===== config.mk =====
export PLATFORM = sky130hd
export DESIGN_NAME = mem_rmw_ctrl
export DESIGN_NICKNAME = d
export VERILOG_FILES = /design/src/rtl/mem_rmw_ctrl.sv
export SDC_FILE = /design/constraint.sdc
export NUM_CORES = 1
export LEC_CHECK = 0
export CORE_MARGIN = 8
export CORE_UTILIZATION = 50
export DETAILED_ROUTE_END_ITERATION = 10
export GPL_ROUTABILITY_DRIVEN = 0
export GPL_TIMING_DRIVEN = 0
export PLACE_DENSITY = 0.88
export SYNTH_ARGS = -nofsm -noshare
export SYNTH_HDL_FRONTEND = slang
export SYNTH_SLANG_ARGS = --single-unit

===== constraint.sdc =====
create_clock -name clk -period 9.25 [get_ports clk]
set_clock_uncertainty 0.1 [all_clocks]
set_input_delay 1.85 -clock clk [delete_from_list [all_inputs] [get_ports clk]]
set_output_delay 1.85 -clock clk [all_outputs]
set_load 0.02 [all_outputs]

===== src/rtl/mem_rmw_ctrl.sv =====
`default_nettype none
// ============================================================================
//  Module   : mem_rmw_ctrl
//  Purpose  : Valid/ready request front-end for a word-only single-port SRAM.
//             Provides byte-enable stores by read-modify-write.
//             Optional macro STORE_BYPASS_EN: full-word stores skip the read.
//  Revision : 1.0  initial release
// ============================================================================
module mem_rmw_ctrl #(
    parameter int WORD = 32,
    parameter int ADDR = 16,
    parameter int NBE  = WORD / 8
) (
    input  logic            clk,
    input  logic            rst,
    input  logic            req_valid,
    output logic            req_ready,
    input  logic            req_we,
    input  logic [ADDR-1:0] req_addr,
    input  logic [NBE-1:0]  req_be,
    input  logic [WORD-1:0] req_wdata,
    output logic            rsp_valid,
    output logic [WORD-1:0] rsp_rdata,
    output logic [ADDR-1:0] mem_A,
    output logic            mem_W,
    output logic [WORD-1:0] mem_D,
    input  logic [WORD-1:0] mem_Q
);

    typedef enum logic [2:0] {
        S_IDLE  = 3'd0,
        S_READ  = 3'd1,
        S_CAPT  = 3'd2,
        S_WRITE = 3'd3,
        S_RESP  = 3'd4
    } state_t;

    state_t          state_q, state_d;
    logic            we_q, we_d;
    logic [NBE-1:0]  be_q, be_d;
    logic [WORD-1:0] wdata_q, wdata_d;
    logic [ADDR-1:0] mem_a_q, mem_a_d;
    logic            mem_w_q, mem_w_d;
    logic [WORD-1:0] mem_d_q, mem_d_d;
    logic            rsp_valid_q, rsp_valid_d;
    logic [WORD-1:0] rsp_rdata_q, rsp_rdata_d;
    logic [WORD-1:0] merge;
    logic            bypass_store;

`ifdef STORE_BYPASS_EN
    assign bypass_store = req_we && (req_be == {NBE{1'b1}});
`else
    assign bypass_store = 1'b0;
`endif

    for (genvar i = 0; i < NBE; i++) begin : g_merge
        assign merge[8*i +: 8] = be_q[i] ? wdata_q[8*i +: 8] : mem_Q[8*i +: 8];
    end

    // mem_a_q doubles as the captured request address; it is held until the next accept.
    always_comb begin
        state_d     = state_q;
        we_d        = we_q;
        be_d        = be_q;
        wdata_d     = wdata_q;
        mem_a_d     = mem_a_q;
        mem_w_d     = 1'b0;
        mem_d_d     = mem_d_q;
        rsp_valid_d = 1'b0;
        rsp_rdata_d = rsp_rdata_q;
        case (state_q)
            S_IDLE: begin
                if (req_valid) begin
                    we_d    = req_we;
                    be_d    = req_be;
                    wdata_d = req_wdata;
                    mem_a_d = req_addr;
                    if (bypass_store) begin
                        mem_d_d     = req_wdata;
                        mem_w_d     = 1'b1;
                        rsp_rdata_d = '0;
                        state_d     = S_WRITE;
                    end else begin
                        state_d = S_READ;
                    end
                end
            end
            S_READ: state_d = S_CAPT;
            S_CAPT: begin
                rsp_rdata_d = mem_Q;
                if (we_q) begin
                    mem_d_d = merge;
                    mem_w_d = 1'b1;
                    state_d = S_WRITE;
                end else begin
                    rsp_valid_d = 1'b1;
                    state_d     = S_RESP;
                end
            end
            S_WRITE: begin
                rsp_valid_d = 1'b1;
                state_d     = S_RESP;
            end
            S_RESP:  state_d = S_IDLE;
            default: state_d = S_IDLE;
        endcase
    end

    // Asynchronous clear guarantees mem_W drops before the next edge when reset hits mid-write.
    always_ff @(posedge clk or posedge rst) begin
        if (rst) begin
            state_q     <= S_IDLE;
            we_q        <= 1'b0;
            be_q        <= '0;
            wdata_q     <= '0;
            mem_a_q     <= '0;
            mem_w_q     <= 1'b0;
            mem_d_q     <= '0;
            rsp_valid_q <= 1'b0;
            rsp_rdata_q <= '0;
        end else begin
            state_q     <= state_d;
            we_q        <= we_d;
            be_q        <= be_d;
            wdata_q     <= wdata_d;
            mem_a_q     <= mem_a_d;
            mem_w_q     <= mem_w_d;
            mem_d_q     <= mem_d_d;
            rsp_valid_q <= rsp_valid_d;
            rsp_rdata_q <= rsp_rdata_d;
        end
    end

    assign req_ready = (state_q == S_IDLE);
    assign rsp_valid = rsp_valid_q;
    assign rsp_rdata = rsp_rdata_q;
    assign mem_A     = mem_a_q;
    assign mem_W     = mem_w_q;
    assign mem_D     = mem_d_q;

endmodule
`default_nettype wire


Yosys cells after proc, flatten, opt, wreduce, memory -nomap -nowiden:

Cells that the tools add are included.

* register bits after elaboration: 122
* latch bits: 0
* memory bits (writable): 0
* ROM bits: 0
* input port bits: 88
* output and inout bits: 83
* logic and storage cells: 27
* memories kept: 0

* add/subtract/negate cells: 0
* $mul: 0
* divide/modulo/power cells: 0
* magnitude comparators: 0
* equal/unequal tests: 4
* shift-type cells: 0
* muxes and demuxes: 11
* bitwise gates (word level): 0
* reductions and logical operators: 3

Operators by type and width (number)
* 2-to-1 mux 8 bit: 4
* one-hot mux 3 bit (4 select lines): 1
* == test 3 x 2 -> 1 bit, second input constant: 2
* 2-to-1 mux 3 bit: 2
* AND reduction 2 bit: 2
* == test 3 x 1 -> 1 bit, second input constant: 1
* logical NOT 3 bit: 1
* 2-to-1 mux 1 bit: 3
* inequality test 2 bit, second input constant: 1
* one-hot mux 1 bit (2 select lines): 1

Depth between registers and ports, before layout:

Gate-level depths: netlist of run 1.

* depth after elaboration: 2
* gate-level depth with buffers: 5
* depth with buffers taken out: 2

Worst setup path before layout of run 1:

Ideal clock, no wire load.

* path kind: register -> output
* from: reg state_q[0]
* to: out req_ready
* arrival: 0.968 ns
* required time: 7.300 ns
* slack: 6.332 ns
* cell stages (with the launch flop): 2
* buffers on the path: 0
* path through: dfrtp_1 > nor3_1

* word-level cells in the longest chain between the ends: 1

RTL lines
* from (decl): line 38 `state_t state_q, state_d;`
* from (signal assigned): line 122 `state_q <= state_d;`
* logical NOT 3 bit: line 134 `assign req_ready = (state_q == S_IDLE);`
* to (decl): line 17 `output logic req_ready,`

Every way passes these cells.

Worst setup path in the final report of run 1:

Same ends and word-level chain as after synthesis.

==> qor.log, run 1 <==
[drt] detailed-route via count 3222
[synthesis] post-synthesis area per instance 17.3 sq um
[synthesis] post-synthesis sequential area ratio 58.5%
[pwr] Combinational Power Share 45.0%
[pwr] fraction of power spent switching nets 31.4%
[cts] TritonCTS buffer count 17
[sta] number of pins with negative max-slew slack in the final report 0
[pwr] sequential group share of total power 30.7%
[cells_and_area] synth-to-layout area growth 49.7%
[pwr] power density over cell area 401 nW/um^2
[floorplanning] die extent in y 118 microns
[cts] buffer cell driving the clock tree root sky130_fd_sc_hd__clkbuf_8
[cts] count of hold buffers inserted by post-cts repair 0
[synthesis] Post-Syn Instances 301
[pwr] internal power component 2150 uW
[global_route] largest net degree at the start of global routing 105
[drt] first drt pass iteration count 4
[sta] final critical delay including setup and external delays 3.82 ns
[worst_setup_path] kind of start point of the critical path flop
[cells_and_area] area of the multi-input gates 1960 sq um
[cts] worst-case clock buffer depth 2
[worst_setup_path] end of the worst register-to-register path mem_D[29]
[drt] final routed DRC violation total 0
[worst_hold_path] classification of the worst-slack hold path reg -> reg
[worst_setup_path] CP Capture Type primary output
[synthesis] netlist area before placement 5220 sq um
[cts] Resized cells post-CTS 0
[drt] Routed wire per std cell 20.4 microns
[drt] detail-routed via count per cell 5.03
[drt] Antenna Violating Nets Remaining 0
[floorplanning] initial core utilization 51.0%
[synthesis] number of synthesized register bits 122
[synthesis] Syn Nets 389
[cts] Sink Count 122
[cells_and_area] number of antenna diodes 0
[worst_hold_path] depth of the worst hold-timing path 1
[synthesis] post-synthesis async set-or-reset flop share 100%
[sta] worst-case headroom to the max-slew limit 60.0%
[drt] violation count after the first detailed-route iteration 128
[synthesis] number of enable flip-flop cells after synthesis 0
[cells_and_area] final layout net count 579
[pwr] Clk network pwr share 24.3%
[drt] total wirelength of the detailed-routed design 13.1 mm
[worst_setup_path] WP data required 7.30 ns
[global_route] overall global routing resource usage 19.4%
[pwr] total leakage power 0.00334 uW
[sta] unrepaired setup endpoints after global routing false
[worst_setup_path] worst reg2reg setup slack 7.43 ns
[job] max_cap viols 0
[pwr] Worst IR Drop VDD 214 uV
[sta] worst-case setup margin in the final layout 5.43 ns
[worst_hold_path] Hold EP mem_D[24]
[worst_setup_path] Crit Path Class reg -> out
[cells_and_area] share of cells above drive strength 1 34.1%
[sta] setup TNS after final layout 0 ns
[pwr] net switching power figure 982 uW
[global_route] aggregate global routing overflow 0
[worst_hold_path] launch point of the worst hold path mem_D[24]
[sta] number of hold violations in the final report 0
[floorplanning] I/O Pins 171
[cts] clock latency of the later-clocked register in the worst-skew pair 0.50 ns
[place] setup slack at placement 5.77 ns
[status] outcome completed
[synthesis] number of distinct library cells after synthesis 20
[worst_setup_path] startpoint of the lowest-slack register-to-register path state_q[2]
[cts] count of H-tree levels built during CTS 4
[cells_and_area] sequential cell area 3050 sq um
[synthesis] flip-flop cell with the highest count after synthesis sky130_fd_sc_hd__dfrtp_1
[global_route] via count of the first global-routing pass 3715
[sta] Worst Max-Slew Pin Slew 0.600 ns
[sta] final cycle utilization of the critical path 41.3%
[cts] CTS clock-pin slew for the worst setup and hold paths 0.06 ns
[cts] CTS tree built
[worst_setup_path] R2R depth 5
[place] number of input and output port buffers inserted 170
[floorplanning] die outline width 118 microns
[place] sum of net half-perimeters after detailed placement 9.00 mm
[floorplanning] die area 14000 sq um
[global_route] wire length of the first global-routing pass 21.3 mm
[cells_and_area] Layout fillers 634
[cts] total setup buffers inserted after CTS 0
[worst_setup_path] critical path arrival 1.87 ns
[synthesis] Ys Warns 0
[worst_setup_path] Worst Path Max Fanout 7
[sta] Final setup violation count 0
[global_route] number of antenna violations at the first check in global routing 0
[floorplanning] core footprint 10200 sq um
[floorplanning] placement row count 37
[sta] smallest hold slack 0.386 ns
[sta] maximum clock frequency 0.262 GHz
-- worst max path at each step --
stage	startpoint	end	slack [ns]	depth (start not counted)
CTS	state_q[0]	req_ready	5.42	2
global placement	rst	mem_A[1]	2.44	2
finish	state_q[0]	req_ready	5.43	2
global route	state_q[0]	req_ready	5.37	2
detailed placement	req_valid	wdata_q[27]	5.77	5
floorplan	rst	be_q[0]	4.06	1
-- per-stage QoR --
| stage | cell area, sq um | power, uW | instances | util, % |
|---|---|---|---|---|
| 6_report | 7820 | 3130 | 640 | 76.4 |
| 5_1_grt | 7820 | 3290 | 640 | 76.4 |
| 4_1_cts | 7820 | 3170 | 640 | 76.4 |
| 3_5_place_dp | 7130 | 2370 | 608 | 69.6 |
| 3_3_place_gp | 7090 | 2330 | 607 | 69.3 |
| 2_1_floorplan | 5220 | 1800 | 301 | - |
-- final cells by class --
class / instances / share of cell area (%)
Timing Repair Buffer: 171 / 22.1
Multi-Input combinational cell: 160 / 25.0
Inverter: 1 / 0.112
Sequential cell: 122 / 39.0
Tap cell: 136 / 2.18
Clock buffer: 22 / 6.18
Buffer: 18 / 2.64
Clock inverter: 10 / 2.69
-- Yosys cell counts, types with 2 or more instances --
| cell type | number | area share [%] |
|---|---|---|
| sky130_fd_sc_hd__buf_1 | 4 | 0.29 |
| sky130_fd_sc_hd__buf_12 | 5 | 1.9 |
| sky130_fd_sc_hd__buf_6 | 7 | 1.5 |
| sky130_fd_sc_hd__dfrtp_1 | 122 | 58 |
| sky130_fd_sc_hd__mux2_1 | 28 | 6.0 |
| sky130_fd_sc_hd__mux2_2 | 72 | 16 |
| sky130_fd_sc_hd__mux2_4 | 49 | 14 |
| sky130_fd_sc_hd__nor3b_1 | 2 | 0.29 |
-- kinds of logic after synthesis --
family | after synthesis | synth area share (%)
AOI/OAI and AO/OA | 1 | 0.0958
buffers and inverters | 19 | 4.03
DFF | 122 | 58.5
and+or+nand+nor | 10 | 1.75
muxes | 149 | 35.7
-- cell usage in the layout, fill, tap and decap left out, types with 2 or more instances in the layout --
master and count:
sky130_fd_sc_hd__mux2_2 72, sky130_fd_sc_hd__dfrtp_1 122, sky130_fd_sc_hd__clkdlybuf4s50_1 170, sky130_fd_sc_hd__buf_6 7, sky130_fd_sc_hd__bufinv_16 6, sky130_fd_sc_hd__buf_12 5
sky130_fd_sc_hd__clkbuf_16 16, sky130_fd_sc_hd__nor3b_1 2, sky130_fd_sc_hd__buf_1 4, sky130_fd_sc_hd__mux2_4 49, sky130_fd_sc_hd__clkinvlp_4 4, sky130_fd_sc_hd__mux2_1 28
sky130_fd_sc_hd__clkbuf_8 6
-- power groups by stage --
stage | Sequential, uW | Clock (uW) | Combinational (uW)
after global placement | 941 | 0 | 1390
final | 962 | 762 | 1410
after CTS | 963 | 772 | 1430
after detailed placement | 959 | 0 | 1420
after global routing | 994 | 801 | 1490
after floorplan | 1160 | 0 | 645
-- flip-flops by register name, summed over array words and instances (netlist names) --
name,count
we_q,1
mem_D,32
state_q,3
mem_W,1
be_q,4
mem_A,16
wdata_q,32
rsp_valid,1
rsp_rdata,32
-- critical path: stages (launching register included) --
cell,delay (ns)
sky130_fd_sc_hd__dfrtp_1,0.47
sky130_fd_sc_hd__nor3_1,0.23
sky130_fd_sc_hd__clkdlybuf4s50_1,0.67
-- routing by layer --
| metal | track usage [%] | vias to the layer above | wire, microns |
|---|---|---|---|
| met5 | 0 | - | 0 |
| li1 | - | 1456 | - |
| met1 | 22.9 | 1645 | 5330 |
| met3 | 7.62 | 9 | 960 |
| met4 | 5.52 | 0 | 94 |
| met2 | 32.2 | 112 | 6700 |
Note: power is estimated with default switching activity, not from simulation.
==> run 2: changes to the inputs <==
CORE_UTILIZATION = 46   (was 50)
PLACE_DENSITY = 0.82   (was 0.88)
clock period = 3.9 ns   (was 9.25 ns; I/O delays follow)
==> run 2 against run 1 <==
Net effect: first-iteration DRC count decreased by 19%; critical endpoint unchanged; cell area about the same; global-route usage decreased by 1.6 points; combinational power increased by 140%; routed wire length decreased by 2.7%; sequential share of layout area about the same; final cell count increased by 1.4%.
==> qor.log, run 2 (synthesis results as in run 1) <==
[cts] total setup buffers inserted after CTS 0 [unchanged]
[cts] Sink Count 122 [unchanged]
[cts] count of hold buffers inserted by post-cts repair 0 [unchanged]
[worst_setup_path] startpoint of the lowest-slack register-to-register path state_q[2] [unchanged]
[pwr] Worst IR Drop VDD 488 uV [was 214 uV]
[pwr] fraction of power spent switching nets 31.0% [was 31.4%]
[worst_setup_path] cells along the critical path nor3_1, clkdlybuf4s50_1 [unchanged]
[cts] CTS clock-pin slew for the worst setup and hold paths 0.05 ns [was 0.06 ns]
[drt] detailed-route via count 3214 [was 3222]
[job] max_cap viols 0 [unchanged]
[worst_setup_path] worst reg2reg setup slack 2.12 ns [was 7.43 ns]
[cells_and_area] most common cell after layout, fill and taps aside sky130_fd_sc_hd__clkdlybuf4s50_1 [unchanged]
[cts] clock latency of the later-clocked register in the worst-skew pair 0.40 ns [was 0.50 ns]
[drt] Routed wire per std cell 19.6 microns [was 20.4 microns]
[cells_and_area] number of antenna diodes 0 [unchanged]
[pwr] total leakage power 0.00335 uW [was 0.00334 uW]
[cells_and_area] most frequent cells in the layout sky130_fd_sc_hd__clkdlybuf4s50_1 (170), sky130_fd_sc_hd__dfrtp_1 (122), sky130_fd_sc_hd__mux2_2 (72), sky130_fd_sc_hd__mux2_4 (49), sky130_fd_sc_hd__mux2_1 (28) [unchanged]
[sta] number of hold violations in the final report 0 [unchanged]
[worst_setup_path] CP Capture Type primary output [unchanged]
[global_route] overall global routing resource usage 17.8% [was 19.4%]
[worst_setup_path] Critical Path Slowest Stage Cell sky130_fd_sc_hd__clkdlybuf4s50_1 [unchanged]
[cts] TritonCTS buffer count 17 [unchanged]
[cts] Resized cells post-CTS 0 [unchanged]
[worst_setup_path] end of the worst register-to-register path mem_D[16] [was mem_D[29]]
[worst_setup_path] critical path arrival 1.73 ns [was 1.87 ns]
[worst_hold_path] launch point of the worst hold path mem_D[22] [was mem_D[24]]
[cts] CTS tree built [unchanged]
[sta] worst-case setup margin in the final layout 1.29 ns [was 5.43 ns]
[worst_setup_path] Crit Path Class reg -> out [unchanged]
[drt] WL met2 6.56 mm [was 6.70 mm]
[pwr] power density over cell area 936 nW/um^2 [was 401 nW/um^2]
[cells_and_area] synth-to-layout area growth 49.8% [was 49.7%]
[sta] final critical delay including setup and external delays 2.61 ns
[sta] final cycle utilization of the critical path 67.0%
[cells_and_area] share of cells above drive strength 1 33.6% [was 34.1%]
[drt] metal3 WL 1.04 mm [was 960 microns]
[pwr] Clk network pwr share 23.5% [was 24.3%]
[sta] setup TNS after final layout 0 ns [unchanged]
[sta] unrepaired setup endpoints after global routing false [unchanged]
[floorplanning] core footprint 11300 sq um [was 10200 sq um]
[floorplanning] die area 15000 sq um [was 14000 sq um]
[floorplanning] initial core utilization 46.3% [was 51.0%]
[sta] worst-case headroom to the max-slew limit 55.8% [was 60.0%]
[worst_setup_path] kind of start point of the critical path flop [unchanged]
[pwr] sequential group share of total power 31.0% [was 30.7%]
[place] number of input and output port buffers inserted 170 [unchanged]
[place] Placed Area 7170 sq um [was 7130 sq um]
[sta] number of pins with negative max-slew slack in the final report 0 [unchanged]
[global_route] via count of the first global-routing pass 3778 [was 3715]
[worst_setup_path] WP data required 3.02 ns [was 7.30 ns]
[drt] met1 wire length 4.96 mm [was 5.33 mm]
[drt] total wirelength of the detailed-routed design 12.7 mm [was 13.1 mm]
[cts] worst-case clock buffer depth 2 [unchanged]
[pwr] net switching power figure 2270 uW [was 982 uW]
[cells_and_area] Final Instance Count excl. Fillers 649 [was 640]
[worst_setup_path] kind of cell with the highest combined delay on the critical path buffers and inverters [unchanged]
[worst_setup_path] critical path's largest stage delay 0.65 ns [was 0.67 ns]
[global_route] number of antenna violations at the first check in global routing 0 [unchanged]
[global_route] largest net degree at the start of global routing 44 [was 105]
[drt] first drt pass iteration count 4 [unchanged]
[worst_setup_path] worst setup path startpoint state_q[0] [unchanged]
[pwr] internal power component 5050 uW [was 2150 uW]
[cells_and_area] final layout net count 581 [was 579]
[drt] detail-routed via count per cell 4.95 [was 5.03]
[status] outcome completed [unchanged]
[cells_and_area] Finished Core Util 69.4% [was 76.4%]
[worst_hold_path] depth of the worst hold-timing path 1 [unchanged]
[cts] buffer cell driving the clock tree root sky130_fd_sc_hd__clkbuf_16 [was sky130_fd_sc_hd__clkbuf_8]
[place] sum of net half-perimeters after detailed placement 9.30 mm [was 9.00 mm]
[floorplanning] die extent in y 123 microns [was 118 microns]
[pwr] Combinational Power Share 45.4% [was 45.0%]
[drt] top layer reached by signal wires met4 [unchanged]
[worst_hold_path] classification of the worst-slack hold path reg -> reg [unchanged]
[cells_and_area] post-route standard cell area excluding fillers 7820 sq um [about the same]
[floorplanning] I/O Pins 171 [unchanged]
[sta] Final setup violation count 0 [unchanged]
[floorplanning] placement row count 39 [was 37]
[drt] final routed DRC violation total 0 [unchanged]
[floorplanning] die outline width 123 microns [was 118 microns]
[sta] Worst Max-Slew Pin Slew 0.661 ns [was 0.600 ns]
[worst_setup_path] count of buffering cells on the critical path with inverters included 1 [unchanged]
[worst_setup_path] Worst Path Max Fanout 7 [unchanged]
[sta] maximum clock frequency 0.383 GHz
[worst_setup_path] R2R depth 5 [unchanged]
[drt] Antenna Violating Nets Remaining 0 [unchanged]
[drt] violation count after the first detailed-route iteration 104 [was 128]
[global_route] wire length of the first global-routing pass 20.2 mm [was 21.3 mm]
[worst_hold_path] Hold EP mem_D[22] [was mem_D[24]]
[place] setup slack at placement 1.46 ns [was 5.77 ns]
[cts] count of H-tree levels built during CTS 4 [unchanged]
[global_route] aggregate global routing overflow 0 [unchanged]
[place] total placed cells including tap cells 617 [was 608]
[run 2: cell types whose count changed in the layout (fill, tap and decap cells not counted)]
cell,change
sky130_fd_sc_hd__clkbuf_1,+4
sky130_fd_sc_hd__inv_6,-1
sky130_fd_sc_hd__bufinv_16,-1
sky130_fd_sc_hd__clkbuf_8,-2
sky130_fd_sc_hd__buf_12,+3
sky130_fd_sc_hd__clkinv_2,+2
sky130_fd_sc_hd__buf_16,-1
sky130_fd_sc_hd__clkbuf_16,+1
sky130_fd_sc_hd__clkinvlp_4,-3
[run 2: metrics by stage]
stage	hold WS (ns)	power, uW
finish	0.382	7320
global route	0.404	7680
CTS	0.387	7420
detailed placement	0.377	5640
global placement	0.370	5530
floorplan	0.375	4280
[run 2: layer usage]
layer / up-vias / track usage [%]
met5: - / 0
met4: 0 / 7.77
met3: 16 / 6.67
met2: 108 / 30.2
met1: 1631 / 19.6
li1: 1459 / -
[run 2: power by group through the flow]
stage | clock (uW) | sequential (uW) | combinational [uW]
floorplan | 0 | 2750 | 1530
global placement | 0 | 2230 | 3300
detailed placement | 0 | 2280 | 3370
CTS | 1760 | 2280 | 3390
global route | 1810 | 2350 | 3520
finish | 1720 | 2270 | 3320
[run 2: layout make-up]
| type | instances | area (sq um) |
|---|---|---|
| fill | 780 | 3450 |
| sequential | 122 | 3050 |
| multi-input combinational | 160 | 1960 |
| timing repair buffer | 173 | 1760 |
| clock buffer | 25 | 495 |
| buffer | 18 | 206 |
| tap | 143 | 179 |
| clock inverter | 7 | 160 |
| inverter | 1 | 7.51 |
[run 2: worst max-delay path by stage]
stage	endpoint	slack [ns]	depth (start not counted)
6_report	req_ready	1.29	2
5_1_grt	req_ready	1.15	2
4_1_cts	req_ready	1.25	2
3_5_place_dp	wdata_q[25]	1.46	5
3_3_place_gp	wdata_q[21]	0.41	2
2_1_floorplan	be_q[0]	1.52	1
